### config.mk
export PLATFORM = sky130hd
export DESIGN_NAME = uart_receiver_parity
export DESIGN_NICKNAME = d
export VERILOG_FILES = /design/src/rtl/uart_receiver_parity.sv
export SDC_FILE = /design/constraint.sdc
export NUM_CORES = 1
export LEC_CHECK = 0
export ABC_AREA = 1
export ABC_CLOCK_PERIOD_IN_PS = 4000
export BUFFER_PORTS_ARGS = -buffer_cell sky130_fd_sc_hd__buf_2
export CELL_PAD_IN_SITES_DETAIL_PLACEMENT = 1
export CELL_PAD_IN_SITES_GLOBAL_PLACEMENT = 2
export CORE_ASPECT_RATIO = 0.9
export CORE_UTILIZATION = 38
export DETAILED_ROUTE_END_ITERATION = 8
export PLACE_DENSITY_LB_ADDON = 0.1
export SLEW_MARGIN = 20
export SYNTH_ARGS = -nofsm -noshare
export SYNTH_HDL_FRONTEND = slang
export SYNTH_SLANG_ARGS = --single-unit
export TNS_END_PERCENT = 30
### constraint.sdc
create_clock -name clk -period 4 [get_ports clk]
set_input_delay 0.4 -clock clk [delete_from_list [all_inputs] [get_ports clk]]
set_output_delay 0.4 -clock clk [all_outputs]
set_load 0.02 [all_outputs]
### src/rtl/uart_receiver_parity.sv
`default_nettype none
// ============================================================================
// Module   : uart_receiver_parity
// Brief    : UART receive stage. The frame is 1 start bit, 8 data bits sent
//            LSB first, an optional even-parity bit and 1 stop bit. Frames
//            are recovered with a fixed oversampling clock. The byte is held
//            with parity, framing and overrun status until the host acks it.
// Revision : 1.0 - initial release
// ============================================================================
module uart_receiver_parity #(
  parameter int CLKS_PER_BIT = 16,
  parameter int PARITY_EN    = 1
) (
  input  logic       clk,
  input  logic       rst,
  input  logic       rx,
  input  logic       ack,
  output logic [7:0] dout,
  output logic       valid,
  output logic       parity_err,
  output logic       frame_err,
  output logic       overrun,
  output logic       busy
);

  localparam int              c_CW      = $clog2(CLKS_PER_BIT);
  localparam logic [c_CW-1:0] c_LAST    = c_CW'(CLKS_PER_BIT - 1);
  localparam logic [c_CW-1:0] c_HALF_M1 = c_CW'(CLKS_PER_BIT / 2 - 1);
  localparam logic [c_CW-1:0] c_ONE     = c_CW'(1);

  typedef enum logic [2:0] {
    S_IDLE   = 3'd0,
    S_START  = 3'd1,
    S_DATA   = 3'd2,
    S_PARITY = 3'd3,
    S_STOP   = 3'd4
  } state_t;

  state_t          r_state;
  state_t          w_state_next;
  logic            r_rx_meta;
  logic            r_rx_s;
  logic [c_CW-1:0] r_cnt;
  logic [2:0]      r_bit_idx;
  logic [7:0]      r_shift;
  logic            r_par_bit;
  logic [7:0]      r_dout;
  logic            r_valid;
  logic            r_parity_err;
  logic            r_frame_err;
  logic            r_overrun;

  logic            w_cnt_clr;
  logic            w_bit_clr;
  logic            w_bit_inc;
  logic            w_shift_en;
  logic            w_par_en;
  logic            w_done;
  logic            w_tick;
  logic            w_half;

  assign w_tick = (r_cnt == c_LAST);
  assign w_half = (r_cnt == c_HALF_M1);

  // Two-flop synchronizer; the line idles high so both stages reset to 1.
  always_ff @(posedge clk or negedge rst) begin
    if (!rst) begin
      r_rx_meta <= 1'b1;
      r_rx_s    <= 1'b1;
    end else begin
      r_rx_meta <= rx;
      r_rx_s    <= r_rx_meta;
    end
  end

  // Frame state register.
  always_ff @(posedge clk or negedge rst) begin
    if (!rst) begin
      r_state <= S_IDLE;
    end else begin
      r_state <= w_state_next;
    end
  end

  // Next-state decode and per-cycle datapath strobes.
  always_comb begin
    w_state_next = r_state;
    w_cnt_clr    = 1'b0;
    w_bit_clr    = 1'b0;
    w_bit_inc    = 1'b0;
    w_shift_en   = 1'b0;
    w_par_en     = 1'b0;
    w_done       = 1'b0;
    case (r_state)
      S_IDLE: begin
        if (!r_rx_s) begin
          w_state_next = S_START;
          w_cnt_clr    = 1'b1;
        end
      end
      S_START: begin
        if (w_half) begin
          w_cnt_clr = 1'b1;
          if (!r_rx_s) begin
            w_state_next = S_DATA;
            w_bit_clr    = 1'b1;
          end else begin
            // Line went high again before mid-bit: glitch, not a start bit.
            w_state_next = S_IDLE;
          end
        end
      end
      S_DATA: begin
        if (w_tick) begin
          w_shift_en = 1'b1;
          w_cnt_clr  = 1'b1;
          if (r_bit_idx == 3'd7) begin
            w_state_next = (PARITY_EN != 0) ? S_PARITY : S_STOP;
          end else begin
            w_bit_inc = 1'b1;
          end
        end
      end
      S_PARITY: begin
        if (w_tick) begin
          w_par_en     = 1'b1;
          w_cnt_clr    = 1'b1;
          w_state_next = S_STOP;
        end
      end
      S_STOP: begin
        if (w_tick) begin
          w_done       = 1'b1;
          w_cnt_clr    = 1'b1;
          w_state_next = S_IDLE;
        end
      end
      default: begin
        w_state_next = S_IDLE;
        w_cnt_clr    = 1'b1;
      end
    endcase
  end

  // Bit-timing counter, data bit index, shift register and parity capture.
  always_ff @(posedge clk or negedge rst) begin
    if (!rst) begin
      r_cnt     <= '0;
      r_bit_idx <= 3'd0;
      r_shift   <= 8'h00;
      r_par_bit <= 1'b0;
    end else begin
      if (w_cnt_clr) begin
        r_cnt <= '0;
      end else if (r_state != S_IDLE) begin
        r_cnt <= r_cnt + c_ONE;
      end
      if (w_bit_clr) begin
        r_bit_idx <= 3'd0;
      end else if (w_bit_inc) begin
        r_bit_idx <= r_bit_idx + 3'd1;
      end
      if (w_shift_en) begin
        r_shift <= {r_rx_s, r_shift[7:1]};
      end
      if (w_par_en) begin
        r_par_bit <= r_rx_s;
      end
    end
  end

  // Host-facing byte and status; a completing frame takes priority over ack.
  always_ff @(posedge clk or negedge rst) begin
    if (!rst) begin
      r_dout       <= 8'h00;
      r_valid      <= 1'b0;
      r_parity_err <= 1'b0;
      r_frame_err  <= 1'b0;
      r_overrun    <= 1'b0;
    end else if (w_done) begin
      r_dout       <= r_shift;
      r_valid      <= 1'b1;
      r_parity_err <= (PARITY_EN != 0) && (r_par_bit != (^r_shift));
      r_frame_err  <= ~r_rx_s;
      if (r_valid && !ack) begin
        r_overrun <= 1'b1;
      end
    end else if (ack && r_valid) begin
      r_valid   <= 1'b0;
      r_overrun <= 1'b0;
    end
  end

  assign dout       = r_dout;
  assign valid      = r_valid;
  assign parity_err = r_parity_err;
  assign frame_err  = r_frame_err;
  assign overrun    = r_overrun;
  assign busy       = (r_state != S_IDLE);

endmodule
`default_nettype wire

# After elaboration in Yosys (flattened, before gate mapping)

Cells that the tools add are included.

Word-level logic and storage cells: 70
Bits of input ports: 4
Bits in registers: 33
Bits in read-only memories: 0
Memories kept: 0
Memory bits (writable): 0
Bits in latches: 0

Bitwise gates (word level): 1
Magnitude comparators: 0
Div/mod/pow operators: 0
Reductions and logical operators: 12
Equal/unequal tests: 15
Multipliers: 0
Mux-type cells: 28
Add/subtract/negate cells: 2
Shift operators: 0

Operator list:

| cell                  | count |
|---|---|
| $mux W3               | 8 |
| $mux W1               | 15 |
| $pmux W3 S5           | 1 |
| $ne A2 B2 Y1 const B  | 6 |
| $mux W4               | 2 |
| $reduce_xor A8 Y1     | 1 |
| $eq A3 B2 Y1 const B  | 2 |
| $eq A3 B3 Y1 const B  | 2 |
| $reduce_and A6 Y1     | 1 |
| $reduce_bool A2 Y1    | 3 |
| $add A4 B1 Y4 const B | 1 |
| $eq A4 B3 Y1 const B  | 1 |
| $eq A4 B4 Y1 const B  | 1 |
| $add A3 B1 Y3 const B | 1 |
| $eq A3 B1 Y1 const B  | 1 |
| $logic_not A3 Y1      | 1 |
| $pmux W1 S3           | 1 |
| $reduce_bool A3 Y1    | 1 |
| $reduce_or A3 Y1      | 1 |
| $logic_and A1 B1 Y1   | 2 |
| $mux W2               | 1 |
| $ne A2 B1 Y1 const B  | 1 |
| $reduce_and A2 Y1     | 1 |
| $logic_not A1 Y1      | 1 |
| 2 further kinds       | 2 |

# Longest topological paths before layout

Depth after elaboration: 6
Depth in mapped cells: 9

# Worst setup path after synthesis

OpenSTA, ideal clock, no wires.

Path kind: reg2reg
From: register r_cnt[0]
To: register r_cnt[0]
Buffers on the path: 0
Slack: 2.700 ns
Arrival time: 1.226 ns
Cell stages (with the launch flop): 9
Cells stage by stage: dfrtp_1 -> ha_1 -> nand3_4 -> inv_2 -> nand3_1 -> nand2_1 -> nor2_2 -> nand3_1 -> o21ai_2

Word-level cells in the longest chain between the ends: 4
Elaborated cells on any way between the ends: 9

RTL lines:

| item                                          | line   | RTL |
|---|---|---|
| start: declaration                            | 43     | `logic [c_CW-1:0] r_cnt;` |
| start signal: assignment                      | 156    | `r_cnt <= r_cnt + c_ONE;` |
| $eq A4 B4 Y1 or $eq A4 B3 Y1 (tied branches)  | 62, 63 |  |
| $mux W1, on equally long branches             | n/a    |  |
| $pmux W1 S3                                   | 94     | `case (r_state)` |
| $mux W4 or $reduce_bool A2 Y1 (tied branches) | n/a    |  |

Several ways; a longest one is shown, not always the timed one. The select of a mux whose other input is x is not followed.
A chain may end at the register's enable or synchronous reset.

# Worst setup path after layout

From: register r_cnt[0]
To: register r_dout[5], in the netlist dout[5]

Word-level cells in the longest chain between the ends: 3

RTL lines:

| item                   | line | RTL |
|---|---|---|
| $eq A4 B4 Y1           | 62   | `assign w_tick = (r_cnt == c_LAST);` |
| $mux W1                | 132  | `if (w_tick) begin` |
| $mux W1                | 94   |  |
| end signal: assignment | 181  | `r_dout <= r_shift;` |
| end: declaration       | 47   | `logic [7:0] r_dout;` |

No other way between the ends.

==> results.ini <==
[run_status]
status=finished clean

[place]
dp_hpwl_um=2690
postPlaceCellArea_mm2=0.00182
place.gp.congestion=0.792
port_buffers=16
dp.cells=266

[power]
powerDensity_mw_per_mm2=492
finalPower_w=0.000954
clkPwrFrac=0.343
power_frac_seq=0.421
combPwrFrac=0.236
p_leak_nw=0.985
switchingPower_w=0.000308
internal_power_w=0.000645
netSwitchingFraction=0.323
ir_worst_vdd_mv=0.203

[layout]
nNetsFinal=220
final_common_cell=nand2_1
syn_to_final_growth_pct=13.7
final_cell_mix=56 x nand2_1, 31 x dfrtp_1, 21 x inv_1
finalInstanceArea_mm2=0.00194
drive_gt1_frac=0.285
diodes=0
instances_no_fill=274

[clocking]
htreeDepth=2
cts.sinks=33
path_clk_slew_ps=70
insertion_delay_ps=280
cts_inserted_buffers=5
cts-resized-gates=0
cts-root-buf=clkbuf_8
cts_tree=yes
clk_path_buf_depth=2
hold_buffers=0
cts_setup_buffers=0

[global_routing]
grt_antenna_before_repair=0
grt_usage=0.173
grt_pass1_wl_um=6130
grt_start_max_net_pins=34
grt_pass1_vias=1281
grt-ovfl-total=0

[routing]
post-route-drc-count=0
viasPerCell=4.63
vias=1268
drt_iter0_drc=54
first_pass_iters=4
drt-wirelength-per-cell_um=13.0
wl_um=3550
drtAntennaViolNets=0

[floorplanning]
floorplan.rows=22
dieArea_mm2=0.00476
core_area_mm2=0.00418
dieWidth_um=72.6
start_util=0.407
io_pins=17
die_h_um=65.5

[setup_path]
endpoint_kind=flip-flop
path_cells=ha_1, nand3_4, nor2_4, inv_2, nand2_1, o21ai_2
cp_slowest_stage_delay_ps=400
cp_slowest_cell=dfrtp_1
cp.arrival_ps=1690
worst_ep_required_time_ps=4210
cp.buffers_inverters=1
critPathLaunchType=flip-flop
rr_startpoint=r_cnt[0]
crit_fanout=20
r2r.worst_path.cells=6
crit_cells=6
worst-r2r-setup-slack_ps=2520
worstSetupPathType=reg2reg
path_delay_family=flip-flops
rr_endpoint=dout[5]

[yosys]
synth-edff-count=0
synth_area_mm2=0.00170
synth.area.top_cells=dfrtp_1 46%, nand2_1 12%, o21ai_2 5.7%, inv_1 4.6%, nand3_1 4.1%
synth.yosys.seq_area_share=0.486
synthFlopType=dfrtp_1
synth.distinct_cells=27
yosysWarnings=0
ys_ff_latch=33
synth_cells=193
syn_avg_cell_area_um2=8.83
synthArstFlopShare=1.00
syn_nets=200
yosysTopAreaCell=dfrtp_1
synth_top_area_share=0.455

[sta]
rsz0062_at_grt=false
whs_ps=173
setup_viol_count_final=0
min_period_ps=1480
timing.setup.tns_ps=0
maxSlewHeadroom=0.506
worst_pin_slew_ps=740
fmax_mhz=674
maxSlewViolCount=0
hold_viol=0
fin_crit_sh=0.371
fin_skew_ps=4.32

[hold_path]
hp-class=in2async

[job]
drv_cap=0

## layer usage
| metal | share of wire | track usage | vias to the layer above | wire, um |
|---|---|---|---|---|
| met5 | 0 | 0 | - | 0 |
| met4 | 0.0053 | 0.0515 | 0 | 19 |
| met3 | 0.026 | 0.0460 | 5 | 91 |
| met2 | 0.44 | 0.271 | 15 | 1580 |
| met1 | 0.52 | 0.235 | 603 | 1860 |
| li1 | - | - | 645 | - |
## cell usage after synthesis (5+ instances only)
library cell  instances
inv_1                21
o21ai_2              11
nand2_1              56
nand3_1              14
nand2_2               5
dfrtp_1              31
nor2_1                5
o21ai_0              11
inv_2                 6
## flip-flops by register name, summed over array words and instances (netlist names), 3 cells and up
signal,count
r_state,3
r_cnt,4
r_shift,8
dout,8
r_bit_idx,3
## cell type report
type                       count  area (um2)
fill                         514        2250
timing repair buffer          16        80.1
clock inverter                 1        30.0
tap                           60        75.1
inverter                      30         120
multi-input combinational    127         718
clock buffer                   7        86.3
sequential                    33         828
## power by group through the flow
stage          Sequential, W  Combinational, W  Clock (W)
3_5_place_dp        0.000407          0.000229          0
5_1_grt             0.000406          0.000256   0.000350
2_1_floorplan       0.000399          0.000180          0
4_1_cts             0.000401          0.000230   0.000338
6_report            0.000402          0.000225   0.000327
3_3_place_gp        0.000405          0.000220          0
## cell families (layout without fill, tap and decap cells)
| group | Yosys count | in the layout | share of synthesized area |
|---|---|---|---|
| AO/OA/AOI/OAI | 29 | 29 | 0.118 |
| XOR/XNOR | 2 | 2 | 0.0103 |
| adder cells (fa/ha/maj) | 3 | 3 | 0.0220 |
| buffers and inverters | 33 | 54 | 0.0925 |
| flip-flops | 33 | 33 | 0.486 |
| AND/OR/NAND/NOR | 93 | 93 | 0.271 |
## worst max-delay path by stage
stage                   from        end  slack (ps)
global route        r_cnt[0]    dout[5]        2370
finish              r_cnt[0]    dout[5]        2520
floorplan           r_cnt[0]   r_cnt[0]        2700
CTS                 r_cnt[0]  frame_err        2490
global placement    r_cnt[0]    dout[0]        2590
detailed placement  r_cnt[0]  frame_err        2510
## per-stage QoR
stage,utilization,setup WS [ps]
global placement,0.435,2590
floorplan,-,2700
finish,0.463,2520
CTS,0.463,2490
detailed placement,0.435,2510
global route,0.463,2370
No activity file was read; power rests on OpenSTA's default activity.
